[src/rtl/ram_share_arbiter.sv]
// Two-requester front end for one simple dual-port distributed RAM.
// Write and read channels are round-robin arbitrated independently; reads return one cycle after accept.
module ram_share_arbiter #(
  parameter int DW = 8,
  parameter int AW = 11
) (
  input  logic          clk,
  input  logic          rst,

  input  logic          a_valid,
  output logic          a_ready,
  input  logic          a_we,
  input  logic [AW-1:0] a_addr,
  input  logic [DW-1:0] a_wdata,
  output logic          a_rvalid,
  output logic [DW-1:0] a_rdata,

  input  logic          b_valid,
  output logic          b_ready,
  input  logic          b_we,
  input  logic [AW-1:0] b_addr,
  input  logic [DW-1:0] b_wdata,
  output logic          b_rvalid,
  output logic [DW-1:0] b_rdata,

  output logic [AW-1:0] ram_a,
  output logic [DW-1:0] ram_d,
  output logic          ram_we,
  output logic [AW-1:0] ram_dpra,
  input  logic [DW-1:0] ram_dpo
);

  // Handshake: a command transfers in the cycle where valid && ready; the requester
  // keeps valid/we/addr/wdata stable until then. Read responses (rvalid) cannot be stalled.

  typedef enum logic {
    PRIO_A = 1'b0,
    PRIO_B = 1'b1
  } prio_t;

  prio_t wr_prio;
  prio_t rd_prio;

  logic a_rvalid_q;
  logic b_rvalid_q;

  logic a_wr_req;
  logic b_wr_req;
  logic a_rd_req;
  logic b_rd_req;

  logic wr_grant_a;
  logic wr_grant_b;
  logic rd_grant_a;
  logic rd_grant_b;

  // Requests are masked during reset so nothing is granted while rst is high.
  assign a_wr_req = a_valid &  a_we & ~rst;
  assign b_wr_req = b_valid &  b_we & ~rst;
  assign a_rd_req = a_valid & ~a_we & ~rst;
  assign b_rd_req = b_valid & ~b_we & ~rst;

  assign wr_grant_a = a_wr_req & (~b_wr_req | (wr_prio == PRIO_A));
  assign wr_grant_b = b_wr_req & (~a_wr_req | (wr_prio == PRIO_B));
  assign rd_grant_a = a_rd_req & (~b_rd_req | (rd_prio == PRIO_A));
  assign rd_grant_b = b_rd_req & (~a_rd_req | (rd_prio == PRIO_B));

  assign a_ready = wr_grant_a | rd_grant_a;
  assign b_ready = wr_grant_b | rd_grant_b;

  always_comb begin
    ram_we = 1'b0;
    ram_a  = '0;
    ram_d  = '0;
    if (wr_grant_a) begin
      ram_we = 1'b1;
      ram_a  = a_addr;
      ram_d  = a_wdata;
    end else if (wr_grant_b) begin
      ram_we = 1'b1;
      ram_a  = b_addr;
      ram_d  = b_wdata;
    end
  end

  always_comb begin
    ram_dpra = '0;
    if (rd_grant_a) begin
      ram_dpra = a_addr;
    end else if (rd_grant_b) begin
      ram_dpra = b_addr;
    end
  end

  // Read data is sampled before the concurrent write commits, giving read-first behaviour.
  always_ff @(posedge clk) begin
    if (rst) begin
      wr_prio    <= PRIO_A;
      rd_prio    <= PRIO_A;
      a_rvalid_q <= 1'b0;
      b_rvalid_q <= 1'b0;
      a_rdata    <= '0;
      b_rdata    <= '0;
    end else begin
      if (wr_grant_a) begin
        wr_prio <= PRIO_B;
      end else if (wr_grant_b) begin
        wr_prio <= PRIO_A;
      end

      if (rd_grant_a) begin
        rd_prio <= PRIO_B;
      end else if (rd_grant_b) begin
        rd_prio <= PRIO_A;
      end

      a_rvalid_q <= rd_grant_a;
      b_rvalid_q <= rd_grant_b;
      if (rd_grant_a) begin
        a_rdata <= ram_dpo;
      end
      if (rd_grant_b) begin
        b_rdata <= ram_dpo;
      end
    end
  end

  // A response due in a reset cycle belongs to a read that reset cancels.
  assign a_rvalid = a_rvalid_q & ~rst;
  assign b_rvalid = b_rvalid_q & ~rst;

endmodule

[config.mk]
export PLATFORM = sky130hd
export DESIGN_NAME = ram_share_arbiter
export DESIGN_NICKNAME = d
export VERILOG_FILES = /design/src/rtl/ram_share_arbiter.sv
export SDC_FILE = /design/constraint.sdc
export NUM_CORES = 1
export LEC_CHECK = 0
export ABC_AREA = 1
export BUFFER_PORTS_ARGS = -buffer_cell sky130_fd_sc_hd__buf_4
export CORE_ASPECT_RATIO = 0.6
export CORE_MARGIN = 3
export CORE_UTILIZATION = 37
export DETAILED_ROUTE_END_ITERATION = 6
export PLACE_DENSITY_LB_ADDON = 0.15
export SETUP_SLACK_MARGIN = 0.5
export SYNTH_ARGS = -nofsm -noshare
export SYNTH_HDL_FRONTEND = slang
export SYNTH_SLANG_ARGS = --single-unit
[constraint.sdc]
create_clock -name clk -period 2.03 [get_ports clk]
set_clock_uncertainty 0.2 [all_clocks]
set_input_delay 0.609 -clock clk [delete_from_list [all_inputs] [get_ports clk]]
set_output_delay 0.609 -clock clk [all_outputs]
set_load 0.005 [all_outputs]
=== Word level (Yosys, flattened, before mapping) ===
Index checks and enable logic that the tools add are counted.

* Register bits after elaboration: 20
* Word-level logic and storage cells: 49
* Output and inout bits: 51
* Input port bits: 52

* Bitwise operators: 29
* Muxes and demuxes: 12
* Reductions and logical operators: 2

{| class="wikitable"
|+ Operators with widths
! cell !! count
|-
| 11-bit 2-to-1 mux || 4
|-
| 8-bit 2-to-1 mux || 2
|-
| 1-bit AND || 14
|-
| 1-bit inverter || 9
|-
| 1-bit 2-to-1 mux || 6
|-
| 1-bit OR || 6
|-
| 2-bit nonzero test || 2
|}

=== Logic depth before layout (Yosys ltp) ===
Gate-level depths: netlist of the first run.

* Depth in word-level cells: 8
* Mapped depth: 8
* Gate-level depth less buffers: 7

=== Worst setup path after synthesis of the first run ===
OpenSTA, ideal clock, no wires.

* Path kind: in2out
* From: input port rst
* To: output port ram_dpra[1]
* Stages on the path: 8
* Setup slack: -108 ps
* Data required time: 1221 ps
* Buffers on the path: 3
* Data arrival time: 1329 ps
* Cell sequence: buf_6 -> inv_4 -> buf_6 -> nand3_2 -> nand2_2 -> buf_4 -> nand2_1 -> nand2_1

* Longest elaborated chain between the ends: 7
* Elaborated cells between the ends (all ways): 11
* Those cells by class: 2 x mux; 9 x bitwise

{| class="wikitable"
|+ RTL lines
! item !! RTL line !! text
|-
| from (decl) || 8 || <nowiki>input logic rst,</nowiki>
|-
| 1-bit inverter (*) || 60, 61 ||
|-
| 1-bit AND || 60 || <nowiki>assign a_rd_req = a_valid & ~a_we & ~rst;</nowiki>
|-
| 1-bit inverter || 66 || <nowiki>assign rd_grant_b = b_rd_req & (~a_rd_req | (rd_prio == PRIO_B));</nowiki>
|-
| 1-bit OR || 66 ||
|-
| 1-bit AND || 66 ||
|-
| 11-bit 2-to-1 mux || 90 || <nowiki>end else if (rd_grant_b) begin</nowiki>
|-
| 11-bit 2-to-1 mux (*) || 88 || <nowiki>if (rd_grant_a) begin</nowiki>
|-
| to (decl) || 29 || <nowiki>output logic [AW-1:0] ram_dpra,</nowiki>
|}

Every way passes the cells marked *; elsewhere a longest branch is shown, timed or not.

=== Worst setup path in the final report of the first run ===
* From: input port a_valid
* To: output port ram_a[8]

* Longest elaborated chain between the ends: 7
* Elaborated cells between the ends (all ways): 8
* Those cells by class: 2 x mux; 6 x bitwise

{| class="wikitable"
|+ RTL lines
! item !! RTL line !! text
|-
| from (decl) || 10 || <nowiki>input logic a_valid,</nowiki>
|-
| 1-bit AND (*) (2 in series) || 58 || <nowiki>assign a_wr_req = a_valid & a_we & ~rst;</nowiki>
|-
| 1-bit inverter || 64 || <nowiki>assign wr_grant_b = b_wr_req & (~a_wr_req | (wr_prio == PRIO_B));</nowiki>
|-
| 1-bit OR || 64 ||
|-
| 1-bit AND || 64 ||
|-
| 11-bit 2-to-1 mux || 79 || <nowiki>end else if (wr_grant_b) begin</nowiki>
|-
| 11-bit 2-to-1 mux (*) || 75 || <nowiki>if (wr_grant_a) begin</nowiki>
|-
| to (decl) || 26 || <nowiki>output logic [AW-1:0] ram_a,</nowiki>
|}

Marked as above.

==> metrics.yaml, run 1 <==
logic_synthesis:
  yosysWarnings: 0
  synth_cells: 234
  yosysTopAreaCellShare_pct: 28.4
  ys_ff_latch: 20
  syn_area_per_cell_um2: 6.02
  synth_nets: 286
  synth_cell_types: 19
  synthTopCellsByArea: "dfxtp_1 (28%), nand3_1 (20%), nand2_1 (20%), nor2_1 (7.5%), buf_6 (4.8%)"
  seq_area_frac_synth_pct: 28.4
  yosys.area.top_type: "dfxtp_1"
  netlist_area_mm2: 0.00141
global_route:
  antenna_found_initial: 0
  grt_usage_pct: 21.1
  grt_pass1_vias: 1592
  grt_max_degree: 22
  grt_pass1_wl_mm: 7.64
  grt_overflow: 0
power:
  leakage_nw: 1.59
  swShare_pct: 30.9
  p_int_mw: 0.811
  ir_drop_mv: 0.362
  pwr-share-comb_pct: 40.6
  p_per_area_mw_per_mm2: 385
  p_switching_mw: 0.363
  p_clk_share_pct: 22.4
  seqPwrFrac_pct: 36.9
  power_mw: 1.17
layout:
  fillCellCount: 173
  final_nets: 414
  final_common_cell: "buf_4"
  final_cell_mix: "buf_4 (82), nand2_1 (46), nand3_1 (46), buf_6 (45), nand2_2 (21)"
  antenna-diode-count: 0
  postLayoutCellArea_mm2: 0.00305
  areaGrowthSynthToFinish_pct: 117
  fin_cells: 405
  utilization_pct: 88.6
  drive_gt1_share_pct: 62.2
flow_run:
  maxCapViolations: 0
worst_setup_path:
  crit_path_max_fanout: 10
  crit_path_end_kind: "output port"
  cp-start-kind: "primary input"
  critPathRequiredTime_ps: 1220
  critical_path_class: "in2out"
  arrival_ps: 1600
route:
  drc_errors: 0
  vias: 2165
  routed_wl_mm: 7.12
  drt-initial-drc-count: 157
  vias_per_cell: 5.35
  drt_pre_antenna_iters: 6
  drt-wirelength-per-cell_um: 17.6
  final_antenna_net_count: 0
clocking:
  cts_made_buffers: 3
  worstSkewPairLatency_ps: 250
  cts_root_buffer: "clkbuf_8"
  cts.clk_slew.worst_paths_ps: 70
  tritoncts: "yes"
  cts_max_level: 1
  cts_buffer_depth: 2
  clock-sinks: 20
timing:
  setup_ws_ps: -374
  slew_headroom_pct: 85.0
  slew_violations: 0
  hold_ws_ps: 283
  setup_violations: 33
  post-route-period-util_pct: 118
  rsz0062_at_grt: "true"
  finalSetupTns_ps: -10350
  final.min_clock_period_ps: 2400
  hold_viol: 0
  fmax_mhz: 416
  tightestPinTransition_ps: 224
floorplan:
  pin_count: 103
  die_h_um: 53.8
  rows: 16
  start_util_pct: 40.9
  die_area_mm2: 0.00460
  core-area_mm2: 0.00344
  die_w_um: 85.6
placement:
  placed_cells: 389
  post-dp-hpwl_mm: 3.88
  gp_congestion: 0.799
  detailedPlace.worstSlack_ps: -309
  placed_cell_area_mm2: 0.00233
  place.port_buffers: 102
run_status:
  status: "finished, violations left"
  violations: "setup timing"
min_path:
  hold_class: "reg2reg"
cells in the mapped netlist:
cell type  number
buf_4           2
inv_4           1
nand3_1        57
buf_6           6
nor3_2          1
nor2_1         28
inv_1          14
a21oi_1         9
o21ai_0         2
nand2_2         2
nand3_2         1
buf_2           8
nor2_2          1
nor2_4          1
nor3_4          1
inv_2           4
nand2_1        75
nand3_4         1
dfxtp_1        20
metal layers:
layer	track usage [%]	part of all wire, %	up-vias
met2	31.7	48	126
met4	1.58	2.2	0
met5	0	0	-
met1	30.7	40	1020
met3	6.27	9.5	18
li1	-	-	1001
registers in the layout, indices dropped and copies added, names as in the netlist:
register,count
a_rdata,8
wr_prio,1
b_rvalid_q,1
b_rdata,8
rd_prio,1
a_rvalid_q,1
layout make-up:
cell class              count  area (um2)  share of cell area [%]
flip-flops and latches     20         423                    13.9
multi-input cells         179        1090                    35.6
repair buffers            139        1350                    44.2
inverters                  19        96.3                    3.16
clock buffers               3        41.3                    1.35
well taps                  45        56.3                    1.85
repair_timing:
| item | 4_1_cts | 5_1_grt |
|---|---|---|
| pin swaps | 15 | 33 |
| gates resized for setup | 46 | 113 |
| cloned | 1 | 2 |
| endpoints found under the setup margin | 45 | 66 |
| hold buffers | 0 | 0 |
| setup buffers | 3 | 7 |
final timing paths:
kind	startpoint	end	slack, ps	depth (start not counted)
worst min-delay path	a_rdata[6]	a_rdata[6]	280	2
worst min register to register	a_rdata[6]	a_rdata[6]	280	2
worst max-delay path	a_valid	ram_a[8]	-370	8
worst max register to register	wr_prio	wr_prio	470	9
power groups by stage:
stage / Sequential (mW) / Combinational (mW) / Clock, mW
after floorplan: 0.433 / 0.143 / 0
after CTS: 0.425 / 0.373 / 0.261
after global placement: 0.433 / 0.334 / 0
final: 0.433 / 0.477 / 0.264
after detailed placement: 0.433 / 0.339 / 0
after global routing: 0.436 / 0.507 / 0.275
critical path: stages:
cell and delay [ps]:
buf_8 90, inv_6 30, nor3_4 240, buf_4 170
clkbuf_16 150, nand3_1 90, nand2_1 90, buf_4 110
cells by family (layout without fill, tap and decap cells):
family	count (synthesis)	count (layout)	share of synthesized area, %
buf+inv	35	161	14.0
simple gates	168	168	53.7
compound gates	11	11	3.91
flops	20	20	28.4
Note: power is estimated with default switching activity, not from simulation.
==> run 2: changes to the inputs <==
--- a/config.mk
+++ b/config.mk
@@ -9,7 +9,7 @@
 export BUFFER_PORTS_ARGS = -buffer_cell sky130_fd_sc_hd__buf_4
 export CORE_ASPECT_RATIO = 0.6
 export CORE_MARGIN = 3
-export CORE_UTILIZATION = 37
+export CORE_UTILIZATION = 40
 export DETAILED_ROUTE_END_ITERATION = 6
 export PLACE_DENSITY_LB_ADDON = 0.15
 export SETUP_SLACK_MARGIN = 0.5
==> constraint.sdc (replaced) <==
create_clock -name clk -period 2.25 [get_ports clk]
set_clock_uncertainty 0.2 [all_clocks]
set_input_delay 0.675 -clock clk [delete_from_list [all_inputs] [get_ports clk]]
set_output_delay 0.675 -clock clk [all_outputs]
set_load 0.005 [all_outputs]
==> run 2 against run 1 <==
Net effect: synthesized area stayed put; synthesized cell count did not move; the flow now stops in global routing.
==> metrics.yaml, run 2 <==
placement:
  gp_congestion: 0.888  # was 0.799
  post-dp-hpwl_mm: 3.79  # was 3.88 mm
  place.port_buffers: 102  # unchanged
  placed_cell_area_mm2: 0.00229  # was 0.00233 mm2
logic_synthesis:
  yosys.area.top_type: "dfxtp_1"  # unchanged
  synthTopCellsByArea: "dfxtp_1 (28%), nand3_1 (20%), nand2_1 (20%), nor2_1 (7.5%), buf_6 (4.8%)"  # unchanged
  synth_nets: 286  # unchanged
  ys_ff_latch: 20  # unchanged
  netlist_area_mm2: 0.00141  # unchanged
  synth-edff-count: 0  # unchanged
  synth_top_cells_by_count: "nand2_1 (75), nand3_1 (57), nor2_1 (28)"  # unchanged
  seq_area_frac_synth_pct: 28.4  # unchanged
  yosysWarnings: 0  # unchanged
  yosysMostFrequentCell: "nand2_1"  # unchanged
  synth_cells: 234  # unchanged
  synth_cell_types: 19  # unchanged
  synthArstFlopShare_pct: 0  # unchanged
  syn_area_per_cell_um2: 6.02  # unchanged
  yosysTopAreaCellShare_pct: 28.4  # unchanged
  synth_flop_cell: "dfxtp_1"  # unchanged
floorplan:
  pin_count: 103  # unchanged
  rows: 15  # was 16
  die_h_um: 52.0  # was 53.8 um
  start_util_pct: 45.2  # was 40.9%
  die_w_um: 82.6  # was 85.6 um
clocking:
  cts_buffer_depth: 2  # unchanged
  cts_max_level: 1  # unchanged
  cts_made_buffers: 3  # unchanged
  hold_buffers: 0  # unchanged
  cts_root_buffer: "clkbuf_8"  # unchanged
  clock-sinks: 20  # unchanged
global_route:
  grt_max_degree: 21
timing:
  crit_endpoint: "ram_a[2]"
  worstEndpointType: "output port"
run_status:
  status: "stopped before the end"  # was finished, violations left
  firstError: "[ERROR DPL-0038] Utilization greater than 100%, impossible to legalize"
  haltStage: "global routing"
==> run 2: cell counts after synthesis <==
Identical to the previous run, type by type.
==> run 2: stage by stage <==
step / util [%] / setup TNS (ps) / hold slack (ps) / cells / setup slack [ps]
floorplan: - / 0 / 275 / 234 / 13.7
global placement: 73.4 / -5710 / 266 / 380 / -205
detailed placement: 73.4 / -6190 / 273 / 380 / -215
CTS: 83.7 / -5310 / 289 / 397 / -207
==> run 2: logic make-up after synthesis <==
family / share of synthesized area, %
simple gates: 53.7
buf+inv: 14.0
flops: 28.4
compound gates: 3.91
==> run 2: repair_timing <==
item / in CTS
setup endpoints to repair: 39
buffers inserted: 10
pin swaps: 10
gates cloned: 3
gates resized for setup: 39
==> run 3: changes to the inputs <==
--- a/config.mk
+++ b/config.mk
@@ -7,12 +7,10 @@
 export LEC_CHECK = 0
 export ABC_AREA = 1
 export BUFFER_PORTS_ARGS = -buffer_cell sky130_fd_sc_hd__buf_4
-export CORE_ASPECT_RATIO = 0.6
 export CORE_MARGIN = 3
-export CORE_UTILIZATION = 40
+export CORE_UTILIZATION = 35
 export DETAILED_ROUTE_END_ITERATION = 6
 export PLACE_DENSITY_LB_ADDON = 0.15
-export SETUP_SLACK_MARGIN = 0.5
 export SYNTH_ARGS = -nofsm -noshare
 export SYNTH_HDL_FRONTEND = slang
 export SYNTH_SLANG_ARGS = --single-unit
==> run 3 against run 2 <==
Net effect: the flow now finishes, with violations (setup timing).
==> metrics.yaml, run 3 (synthesis results as in run 1) <==
run_status:
  status: "finished, violations left"  # was stopped before the end
  violations: "setup timing"
floorplan:
  rows: 22  # was 15
  start_util_pct: 37.3  # was 45.2%
  die_h_um: 69.4  # was 52.0 um
  core-area_mm2: 0.00377
  die_area_mm2: 0.00482
  die_w_um: 69.4  # was 82.6 um
  pin_count: 103  # unchanged
power:
  leakage_nw: 1.53
  ir_drop_mv: 0.291
  power_mw: 1.12
  p_per_area_mw_per_mm2: 390
layout:
  fin_cells: 405
  antenna-diode-count: 0
  seqCellArea_um2: 400
  multi_input_area_mm2: 0.00103
  final_cell_mix: "buf_4 (105), nand3_1 (50), nand2_1 (48), nor2_1 (28), dfxtp_1 (20)"
  reg_top3: "a_rdata: 8 flops, b_rdata: 8 flops"
  drive_gt1_share_pct: 52.7
  areaGrowthSynthToFinish_pct: 104
  final_nets: 410
  fillCellCount: 289
  utilization_pct: 76.1
  final_common_cell: "buf_4"
worst_setup_path:
  crit_slowest_cell: "buf_16"
  critPathRequiredTime_ps: 1370
  crit_top_cell: "buf_6"
  crit_path_max_fanout: 5
  max_stage_delay_ps: 150
  crit_buf_inv: 6
  cp_top_family: "buffers and inverters"
  cp-start-kind: "primary input"
  cp_cell_sequence: "buf_8 > inv_6 > nand3_2 > inv_2 > buf_6 > nand2_8 > buf_16 > nand3_1 > nand2_1 > buf_6"
  arrival_ps: 1600
  crit_path_end_kind: "output port"
  critical_path_class: "in2out"
placement:
  placed_cells: 385  # was 380
  gp_congestion: 0.771  # was 0.888
  place.port_buffers: 102  # unchanged
  post-dp-hpwl_mm: 3.48  # was 3.79 mm
min_path:
  hold_class: "reg2reg"
timing:
  hold_viol: 0
  finalSetupTns_ps: -6400
  fmax_mhz: 403
  rsz0062_at_grt: "true"
  tightestPinTransition_ps: 301
  slew_violations: 0
  hold_ws_ps: 286
  setup_ws_ps: -229
  post-route-period-util_pct: 110
  setup_violations: 33
  slew_headroom_pct: 79.9
  final.min_clock_period_ps: 2480
global_route:
  grt_usage_pct: 21.6
  grt_max_degree: 22
  grt_pass1_vias: 1870
  grt_overflow: 0
  grt_pass1_wl_mm: 8.79
  antenna_found_initial: 0
route:
  final_antenna_net_count: 0
  drc_errors: 0
  drt-initial-drc-count: 92
  vias: 2042
  drt_pre_antenna_iters: 4
  routed_wl_mm: 5.94
  drt-wirelength-per-cell_um: 14.7
  vias_per_cell: 5.04
clocking:
  cts_buffer_depth: 2  # unchanged
  cts_root_buffer: "clkbuf_8"  # unchanged
  cts_max_level: 1  # unchanged
  cts_made_buffers: 3  # unchanged
  clock-sinks: 20  # unchanged
  hold_buffers: 0  # unchanged
  cts.clk_slew.worst_paths_ps: 70
  worstSkewPairLatency_ps: 250
  tritoncts: "yes"
flow_run:
  maxCapViolations: 0
-- run 3: stage by stage --
step	setup WS (ps)	cell area (um2)
final	-229	2870
after global routing	-286	2870
after CTS	-168	2700
after detailed placement	-225	2300
after global placement	-228	2300
after floorplan	-1.66	1420
-- run 3: worst min-delay path, delay by kind of cell, from the launching register on --
| kind | cells | cell delay (ps) |
|---|---|---|
| AOI/OAI and AO/OA | 1 | 40 |
| DFF | 1 | 330 |
| and+or+nand+nor | 1 | 80 |
-- run 3: routing by layer --
| metal | vias up | track usage [%] | wire [um] |
|---|---|---|---|
| met2 | 96 | 37.4 | 2970 |
| li1 | 1002 | - | - |
| met3 | 20 | 5.51 | 440 |
| met4 | 0 | 5.42 | 163 |
| met1 | 924 | 26.5 | 2360 |
| met5 | - | 0 | 0 |
-- run 3: layout make-up --
class / instances / share of cell area, %
Multi-Input combinational cell: 180 / 35.9
Sequential cell: 20 / 13.9
Clock inverter: 1 / 1.05
Clock buffer: 3 / 1.44
Timing Repair Buffer: 134 / 42.5
Inverter: 19 / 3.10
Tap cell: 48 / 2.09
-- run 3: timing repair --
action / in CTS / in global routing
setup buffers: 11 / 1
pin swaps: 8 / 12
cloned: 4 / 0
resized for setup: 46 / 40
setup endpoints to repair: 33 / 33
-- run 3: final timing paths --
kind / start / endpoint / slack [ps] / cells after the start
worst max-delay path: rst / ram_a[9] / -230 / 10
worst min-delay path: a_rdata[1] / a_rdata[1] / 290 / 2
worst max register to register: rd_prio / a_rdata[4] / 740 / 6
worst min register to register: a_rdata[1] / a_rdata[1] / 290 / 2
-- run 3: report_power, final --
group | internal (mW) | leakage [nW] | total [mW] | switching [mW]
Clock | 0.237 | 0.0357 | 0.359 | 0.122
Sequential | 0.372 | 0.164 | 0.383 | 0.0111
Combinational | 0.210 | 1.33 | 0.378 | 0.168
==> run 4: changes to the inputs <==
==> constraint.sdc (replaced) <==
create_clock -name clk -period 3.2 [get_ports clk]
set_clock_uncertainty 0.2 [all_clocks]
set_input_delay 0.96 -clock clk [delete_from_list [all_inputs] [get_ports clk]]
set_output_delay 0.96 -clock clk [all_outputs]
set_load 0.005 [all_outputs]
==> run 4 against run 3 <==
Net effect: the run now ends clean; non-clock buffer count down 24; count of clock-buffer cells in the layout is the same; total power is 36% lower; cell area down 21%; critical endpoint is now ram_dpra[6]; largest cell class unchanged; largest power group unchanged.
==> metrics.yaml, run 4 (synthesis results as in run 1) <==
timing:
  final.min_clock_period_ps: 3080
  slew_violations: 0  # unchanged
  slew_headroom_pct: 64.2  # was 79.9%
  tightestPinTransition_ps: 535  # was 301 ps
  fmax_mhz: 324
  hold_viol: 0  # unchanged
  setup_violations: 0  # was 33
  post-route-period-util_pct: 96.4
  finalSetupTns_ps: 0  # was -6400 ps
  rsz0062_at_grt: "false"  # was true
  setup_ws_ps: 117  # was -229 ps
clocking:
  clock-sinks: 20  # unchanged
  cts.clk_slew.worst_paths_ps: 80  # was 70 ps
  postCtsSetupRepairBufs: 0  # was 11
  cts_made_buffers: 3  # unchanged
  cts_max_level: 1  # unchanged
  tritoncts: "yes"  # unchanged
  cts_root_buffer: "clkbuf_8"  # unchanged
  worstSkewPairLatency_ps: 250  # about the same
  cts_buffer_depth: 2  # unchanged
worst_setup_path:
  crit_path_max_fanout: 12  # was 5
  crit_path_end_kind: "output port"  # unchanged
  reg2regPathDepth: 5  # was 6
  arrival_ps: 1920  # was 1600 ps
  critical_path_class: "in2out"  # unchanged
  critPathRequiredTime_ps: 2040  # was 1370 ps
  cp-start-kind: "primary input"  # unchanged
layout:
  final_common_cell: "buf_4"  # unchanged
  reg_top3: "a_rdata: 8 flops, b_rdata: 8 flops"  # unchanged
  drive_gt1_share_pct: 38.3  # was 52.7%
  fillCellCount: 374  # was 289
  seqCellArea_um2: 400  # unchanged
  final_nets: 385  # was 410
  areaGrowthSynthToFinish_pct: 60.8  # was 104%
  postLayoutCellArea_mm2: 0.00226  # was 0.00287 mm2
  antenna-diode-count: 0  # unchanged
  final_cell_mix: "buf_4 (108), nand2_1 (75), nand3_1 (57), nor2_1 (28), dfxtp_1 (20)"  # was buf_4 (105), nand3_1 (50), nand2_1 (48), nor2_1 (28), dfxtp_1 (20)
  multi_input_area_um2: 816  # was 0.00103 mm2
placement:
  post-dp-hpwl_mm: 3.37  # was 3.48 mm
  gp_congestion: 0.782  # was 0.771
  place.port_buffers: 102  # unchanged
  placed_cell_area_mm2: 0.00218  # was 0.00230 mm2
  detailedPlace.worstSlack_ps: 104  # was -225 ps
power:
  p_int_mw: 0.537  # was 0.819 mW
  pwr-share-comb_pct: 27.3  # was 33.7%
  leakage_nw: 1.27  # was 1.53 nW
  p_per_area_mw_per_mm2: 316  # was 390 mW/mm2
  ir_drop_mv: 0.212  # was 0.291 mV
  p_clk_share_pct: 35.1  # was 32.1%
  p_switching_mw: 0.177  # was 0.301 mW
  swShare_pct: 24.8  # was 26.9%
  seqPwrFrac_pct: 37.6  # was 34.2%
floorplan:
  rows: 22  # unchanged
  core-area_mm2: 0.00377  # unchanged
  die_area_mm2: 0.00482  # unchanged
  die_w_um: 69.4  # unchanged
  die_h_um: 69.4  # unchanged
  start_util_pct: 37.3  # unchanged
  pin_count: 103  # unchanged
global_route:
  grt_max_degree: 22  # unchanged
  grt_pass1_wl_mm: 7.09  # was 8.79 mm
  grt_overflow: 0  # unchanged
  grt_usage_pct: 17.0  # was 21.6%
  grt_pass1_vias: 1641  # was 1870
  antenna_found_initial: 0  # unchanged
route:
  vias_per_cell: 4.71  # was 5.04
  final_antenna_net_count: 0  # unchanged
  drt-wirelength-per-cell_um: 11.4  # was 14.7 um
  drt_pre_antenna_iters: 4  # unchanged
  vias: 1790  # was 2042
  routed_wl_mm: 4.33  # was 5.94 mm
  drc_errors: 0  # unchanged
  drt-initial-drc-count: 93  # was 92
flow_run:
  maxCapViolations: 0  # unchanged
min_path:
  holdPathStages: 2  # unchanged
  hold_class: "reg2reg"  # unchanged
run_status:
  status: "finished clean"  # was finished, violations left
run 4: worst max-delay path, stage by stage:
cell,delay (ps)
buf_4,130
nor2_2,190
nand3_4,120
nand2_1,120
inv_2,120
nand2_1,80
nand2_1,60
buf_4,140
run 4: repair_timing:
| action | in CTS | in global routing |
|---|---|---|
| resized for setup | 0 | 2 |
| hold buffers | 0 | 0 |
| endpoints found under the setup margin | 0 | 6 |
run 4: metrics by stage:
step	util, %	hold WS, ps	instances	power (mW)
after floorplan	-	275	234	0.359
after global placement	57.9	268	376	0.469
after detailed placement	57.9	271	376	0.471
after CTS	59.8	290	380	0.721
after global routing	60.0	309	380	0.754
final	60.0	286	380	0.715
run 4: layout make-up:
type	count	area share [%]
Multi-Input combinational cell	179	36.0
Tap cell	48	2.65
Timing Repair Buffer	110	37.2
Inverter	19	3.26
Clock inverter	1	1.33
Clock buffer	3	1.82
Sequential cell	20	17.7
run 4: final timing paths:
check,from,endpoint,slack (ps)
setup / recovery,b_we,ram_dpra[6],120
hold / removal,b_rdata[7],b_rdata[7],290
setup reg to reg,rd_prio,b_rdata[4],1930
hold reg to reg,b_rdata[7],b_rdata[7],290
run 4: power groups by stage:
stage,clock network (mW),registers [mW],logic (mW)
after global placement,0,0.275,0.194
after global routing,0.268,0.271,0.215
final,0.251,0.269,0.195
after floorplan,0,0.275,0.0838
after CTS,0.255,0.269,0.196
after detailed placement,0,0.275,0.196
run 4: layer usage:
metal / track usage (%) / part of all wire (%) / vias up
met5: 0 / 0 / -
met4: 1.95 / 0 / 0
met3: 5.65 / 8.2 / 0
met2: 29.3 / 49 / 62
met1: 21.2 / 43 / 789
li1: - / - / 939
